--- src/rtl/data_sync.sv ---
// data_sync: enable-qualified multi-bit CDC receiver with a valid/ack handshake,
// a sticky overrun flag and a wrapping captured-word counter.
module data_sync #(
  parameter int NUM_STAGES  = 2,
  parameter int BUS_WIDTH   = 8,
  parameter int TOGGLE_MODE = 0,
  parameter int CNT_WIDTH   = 8
) (
  input  logic                 CLK,
  input  logic                 RST,
  input  logic [BUS_WIDTH-1:0] UNSYNC_BUS,
  input  logic                 BUS_ENABLE,
  input  logic                 DATA_ACK,
  input  logic                 OVERRUN_CLR,
  output logic [BUS_WIDTH-1:0] SYNC_BUS,
  output logic                 ENABLE_PULSE,
  output logic                 DATA_VALID,
  output logic                 OVERRUN,
  output logic [CNT_WIDTH-1:0] WORD_CNT
);
  logic [NUM_STAGES-1:0] sync_q, sync_d;
  logic                  en_d_q, en_s, evt;
  logic [BUS_WIDTH-1:0]  bus_q, bus_d;
  logic                  pulse_q, valid_q, valid_d, ovr_q, ovr_d;
  logic [CNT_WIDTH-1:0]  cnt_q, cnt_d;
  always_comb begin
    sync_d  = {sync_q[NUM_STAGES-2:0], BUS_ENABLE};
    en_s    = sync_q[NUM_STAGES-1];
    evt     = (TOGGLE_MODE != 0) ? (en_s ^ en_d_q) : (en_s & ~en_d_q);
    bus_d   = evt ? UNSYNC_BUS : bus_q;
    cnt_d   = evt ? cnt_q + 1'b1 : cnt_q;
    valid_d = evt | (valid_q & ~DATA_ACK);
    // an ack landing on the capture edge consumes the old word, so no overrun
    ovr_d   = (evt & valid_q & ~DATA_ACK) | (ovr_q & ~OVERRUN_CLR);
  end
  always_ff @(posedge CLK or negedge RST) begin
    if (!RST) begin
      sync_q  <= '0;
      en_d_q  <= 1'b0;
      bus_q   <= '0;
      pulse_q <= 1'b0;
      valid_q <= 1'b0;
      ovr_q   <= 1'b0;
      cnt_q   <= '0;
    end else begin
      sync_q  <= sync_d;
      en_d_q  <= en_s;
      bus_q   <= bus_d;
      pulse_q <= evt;
      valid_q <= valid_d;
      ovr_q   <= ovr_d;
      cnt_q   <= cnt_d;
    end
  end
  assign SYNC_BUS     = bus_q;
  assign ENABLE_PULSE = pulse_q;
  assign DATA_VALID   = valid_q;
  assign OVERRUN      = ovr_q;
  assign WORD_CNT     = cnt_q;
endmodule

--- config.mk ---
export PLATFORM = sky130hd
export DESIGN_NAME = data_sync
export DESIGN_NICKNAME = d
export VERILOG_FILES = /design/src/rtl/data_sync.sv
export SDC_FILE = /design/constraint.sdc
export NUM_CORES = 1
export LEC_CHECK = 0
export CAP_MARGIN = 20
export CORE_MARGIN = 10
export CORE_UTILIZATION = 35
export DETAILED_ROUTE_END_ITERATION = 16
export PLACE_DENSITY = 0.66
export SKIP_CTS_REPAIR_TIMING = 1
export SLEW_MARGIN = 20
export SYNTH_ARGS = -nofsm -noshare
export SYNTH_HDL_FRONTEND = slang
export SYNTH_SLANG_ARGS = --single-unit
export TNS_END_PERCENT = 1
--- constraint.sdc ---
create_clock -name CLK -period 1 [get_ports CLK]
set_input_delay 0.25 -clock CLK [delete_from_list [all_inputs] [get_ports CLK]]
set_output_delay 0.25 -clock CLK [all_outputs]
set_load 0.02 [all_outputs]
* Word level (Yosys, flattened, before mapping)
Cells that the tools add are included.
** Storage, ports and cells
- Input bits :: 13
- Output and inout port bits :: 19
- Register bits after elaboration :: 22
** Cells by class
- Add/subtract/negate cells :: 1
- Bitwise operators :: 10
** Operators by type and width (count)
- adder 8 x 1 -> 8 bit (second input constant) :: 1
- bitwise AND 1 bit :: 5
- NOT 1 bit :: 3
- OR 1 bit :: 2

* Depth between registers and ports, before layout
Gate-level depths: netlist (run 1).
- Depth in word-level cells :: 5
- Depth in mapped cells :: 5
- Depth with buffers taken out :: 4

* Least setup slack after synthesis (run 1)
OpenSTA, ideal clock, no wires.
- Path type :: register to register
- Start :: register cnt_q[2] (netlist: WORD_CNT[2])
- End :: register cnt_q[5] (netlist: WORD_CNT[5])
- Period minus slack after synthesis :: 1.136 ns
- Slack :: -0.136 ns
- Cell stages (with the launch flop) :: 4
- Arrival time :: 1.006 ns
- Path buffers :: 0
- Path through :: dfrtp_1 and4b_1 nand4_1 xnor2_1
** On the way
- Longest elaborated chain between the ends :: 1
** RTL lines
- from (decl) :: RTL line 25 : logic [CNT_WIDTH-1:0] cnt_q, cnt_d;
- from (signal assigned) :: RTL line 52 : cnt_q <= cnt_d;
- adder 8 x 1 -> 8 bit :: RTL line 31 : cnt_d = evt ? cnt_q + 1'b1 : cnt_q;
Every way passes these cells.
A chain may end at the register's enable or synchronous reset.

* Worst setup path in the final report (run 1)
- Start :: register cnt_q[0] (netlist: WORD_CNT[0])
- End :: output port WORD_CNT[0]
** RTL lines
- to (decl) :: RTL line 19 : output logic [CNT_WIDTH-1:0] WORD_CNT
No word-level cell between the ends.

==> metrics.md, run 1 <==
| Metric | Value |
|---|---|
| Setup crit start | `WORD_CNT[0]` |
| Tmin final | `1.12 ns` |
| Total GRT Usage | `8.00%` |
| Top post-synthesis cells by area | `dfrtp_1 (67%), nand2_1 (14%), xnor2_1 (7.5%), nand4_1 (3.1%), ha_1 (1.5%)` |
| Initial drt markers | `6` |
| Initial Utilization | `36.9%` |
| Critical path depth | `1` |
| Buffers on Ports | `31` |
| Global route overflow | `0` |
| Worst skew pair latency | `0.31 ns` |
| Sequential area share after synthesis | `67.4%` |
| Setup ws final | `-0.125 ns` |
| Placer congestion estimate | `0.756` |
| Slowest cell on the critical path | `dfrtp_2` |
| Clk buf depth | `2` |
| DIE HEIGHT | `68.3 µm` |
| Final hold vios | `0` |
| Largest net degree at the start of global routing | `23` |
| Critical Path RT | `0.75 ns` |
| Static Leakage | `0.654 nW` |
| Crit path largest cell delay | `0.43 ns` |
| Seq cells post-synth | `22` |
| Die outline width | `68.3 µm` |
| Worst-Margin Slew | `0.146 ns` |
| Share of layout cells above drive strength 1 | `37.0%` |
| Fin nets | `134` |
| Delay-heaviest family, CP | `flip-flops` |
| Vias | `649` |
| FMAX | `0.889 GHz` |
| Total power | `0.00273 W` |
| Clock skew | `0.00525 ns` |
| Die area | `0.00467 mm²` |
| Worst hold path type | `primary input to async pin` |
| Synth Net Count | `87` |
| Worst r2r src | `WORD_CNT[2]` |
| Area Growth Syn to Fin | `59.0%` |
| Worst R2R Setup Slack | `-0.10 ns` |
| Yosys top cell area share | `67.4%` |
| Syn Std Cell Area | `817 µm²` |
| Crit path max fanout | `2` |
| Root Driver | `clkbuf_4` |
| Library cells used by synthesis | `12` |
| Slew headroom | `90.3%` |
| Period utilisation layout | `112%` |
| HPWL after DPL | `1450 µm` |
| Arr. time, crit path | `0.87 ns` |
| Critical-path cell list | `buf_6` |
| Power Density | `2100 mW/mm²` |
| Cells after synthesis | `73` |
| Cts bufs inserted | `3` |
| Max-Cap Viols | `0` |
| Finished Layout Cells | `147` |
| Clock sink count | `22` |
| DRC viols | `0` |
| Synthesized area per cell | `11.2 µm²` |
| Final ANT Viol Nets | `0` |
| CP Capture Type | `output port` |
| Pre-antenna DRT Iters | `3` |
| Final setup fails | `23` |
| Antenna violations before repair | `0` |
| Setup crit end | `WORD_CNT[0]` |
| Io pins | `32` |
| RSZ-0062 raised after global routing | `true` |
| RR Endpoint | `WORD_CNT[7]` |
| CP bufs+invs | `1` |
| Status | `complete, but fails checks` |
| Maximum VDD drop | `1.34 mV` |
| Yosys top cell by area | `dfrtp_1` |
| CORE AREA | `0.00221 mm²` |
| DR vias/cell | `4.41` |
| Diode count | `0` |
| Crit Path Class | `flip-flop to output port` |
| Max-slew violation count | `0` |
| Failing checks | `negative setup slack` |
| Global-route wire length before repair | `2750 µm` |
| Htree depth | `1` |
| R2R depth | `4` |
| Post-Route WL | `1870 µm` |
| Yosys synthesis warning count | `0` |
| Routed len/inst | `12.7 µm` |
| CP startpoint kind | `flip-flop` |
| Clock slew at reported path FFs | `0.11 ns` |
| Dpl cells | `141` |
| CTS tree | `yes` |
| WHS | `0.277 ns` |
| Row count | `17` |
| Vias in the first global route | `625` |
## where the power goes
part / internal (W) / leakage, nW / total (W) / switching (W)
clock network: 0.000223 / 0.0210 / 0.000480 / 0.000258
logic: 0.000585 / 0.362 / 0.00109 / 0.000508
registers: 0.00105 / 0.271 / 0.00116 / 0.000104
total: 0.00186 / 0.654 / 0.00273 / 0.000870
## routing by layer
| metal | global-route usage [%] | part of all wire, % | up-vias |
|---|---|---|---|
| li1 | - | - | 328 |
| met1 | 8.17 | 39 | 290 |
| met2 | 11.5 | 45 | 27 |
| met3 | 6.53 | 14 | 4 |
| met4 | 4.02 | 1.5 | 0 |
| met5 | 0 | 0 | - |
## how the worst min path moves through the flow
stage	startpoint	to	slack [ns]	depth (start not counted)
after global placement	sync_q[0]	sync_q[1]	0.34	0
after detailed placement	sync_q[0]	sync_q[1]	0.34	0
after CTS	RST	SYNC_BUS[6]	0.28	2
final	RST	SYNC_BUS[6]	0.28	2
after floorplan	RST	DATA_VALID	-0.05	0
after global routing	RST	ENABLE_PULSE	0.27	2
## cell usage after synthesis
library cell,instances
dfrtp_1,22
buf_4,1
ha_1,1
nand2b_1,2
nand4_1,4
buf_2,1
inv_1,2
and4b_1,1
xnor2_1,7
and3_1,1
o22ai_1,1
nand2_1,30
## kinds of logic after synthesis
logic type                 after synthesis  synth area share, %
adders and majority gates                1                 1.53
buffers and inverters                    4                 2.45
xor gates and xnor gates                 7                 7.50
AOI/OAI and AO/OA                        1                0.766
and+or+nand+nor                         38                 20.4
DFF                                     22                 67.4
## area by class of cell
cell class                 instances  area, µm²
tap                               28       35.0
inverter                           2       7.51
multi-input combinational         47        268
clock buffer                       4       36.3
sequential                        22        556
timing repair buffer              44        397
fill                             190        913
## registers in the layout, indices dropped and copies added (netlist names)
register and cells:
DATA_VALID 1, ENABLE_PULSE 1, OVERRUN 1, SYNC_BUS 8
WORD_CNT 8, en_d_q 1, sync_q 2
## metrics by stage
step | setup slack (ns) | utilization (%) | TNS, ns | cell area [µm²]
floorplan | -0.0577 | - | -0.158 | 822
global placement | -0.202 | 56.5 | -3.83 | 1250
detailed placement | -0.212 | 56.5 | -4.09 | 1250
CTS | -0.572 | 58.1 | -11.07 | 1290
global route | -0.169 | 58.7 | -3.55 | 1300
finish | -0.125 | 58.7 | -2.49 | 1300
## worst register-to-register path, stage by stage (launching register included)
cell and delay, ns:
dfrtp_2 0.39, buf_6 0.09, and4b_2 0.26, nand4_1 0.11
xnor2_1 0.14
## cells in the final DEF, fill, tap and decap left out, types with 3 or more instances in the layout
cell type	n
buf_4	8
nand4_1	4
buf_2	10
clkbuf_4	3
nand2_1	30
dfrtp_1	18
buf_6	13
clkdlybuf4s50_1	12
xnor2_1	7
dfrtp_2	4
No activity file was read; power rests on OpenSTA's default activity.
==> run 2: changes to the inputs <==
--- a/config.mk
+++ b/config.mk
@@ -8,6 +8,7 @@
 export CAP_MARGIN = 20
 export CORE_MARGIN = 10
 export CORE_UTILIZATION = 35
+export CTS_BUF_LIST = sky130_fd_sc_hd__clkbuf_4 sky130_fd_sc_hd__clkbuf_8
 export DETAILED_ROUTE_END_ITERATION = 16
 export PLACE_DENSITY = 0.66
 export SKIP_CTS_REPAIR_TIMING = 1
==> results of run 2 <==
Final layout, timing and power as in run 1 (identical DEF).
==> run 3: changes to the inputs <==
--- a/config.mk
+++ b/config.mk
@@ -9,7 +9,9 @@
 export CORE_MARGIN = 10
 export CORE_UTILIZATION = 35
 export CTS_BUF_LIST = sky130_fd_sc_hd__clkbuf_4 sky130_fd_sc_hd__clkbuf_8
+export CTS_CLUSTER_SIZE = 12
 export DETAILED_ROUTE_END_ITERATION = 16
+export HOLD_SLACK_MARGIN = 0.08
 export PLACE_DENSITY = 0.66
 export SKIP_CTS_REPAIR_TIMING = 1
 export SLEW_MARGIN = 20
==> results of run 3 <==
Final layout, timing and power as in run 1 (identical DEF).
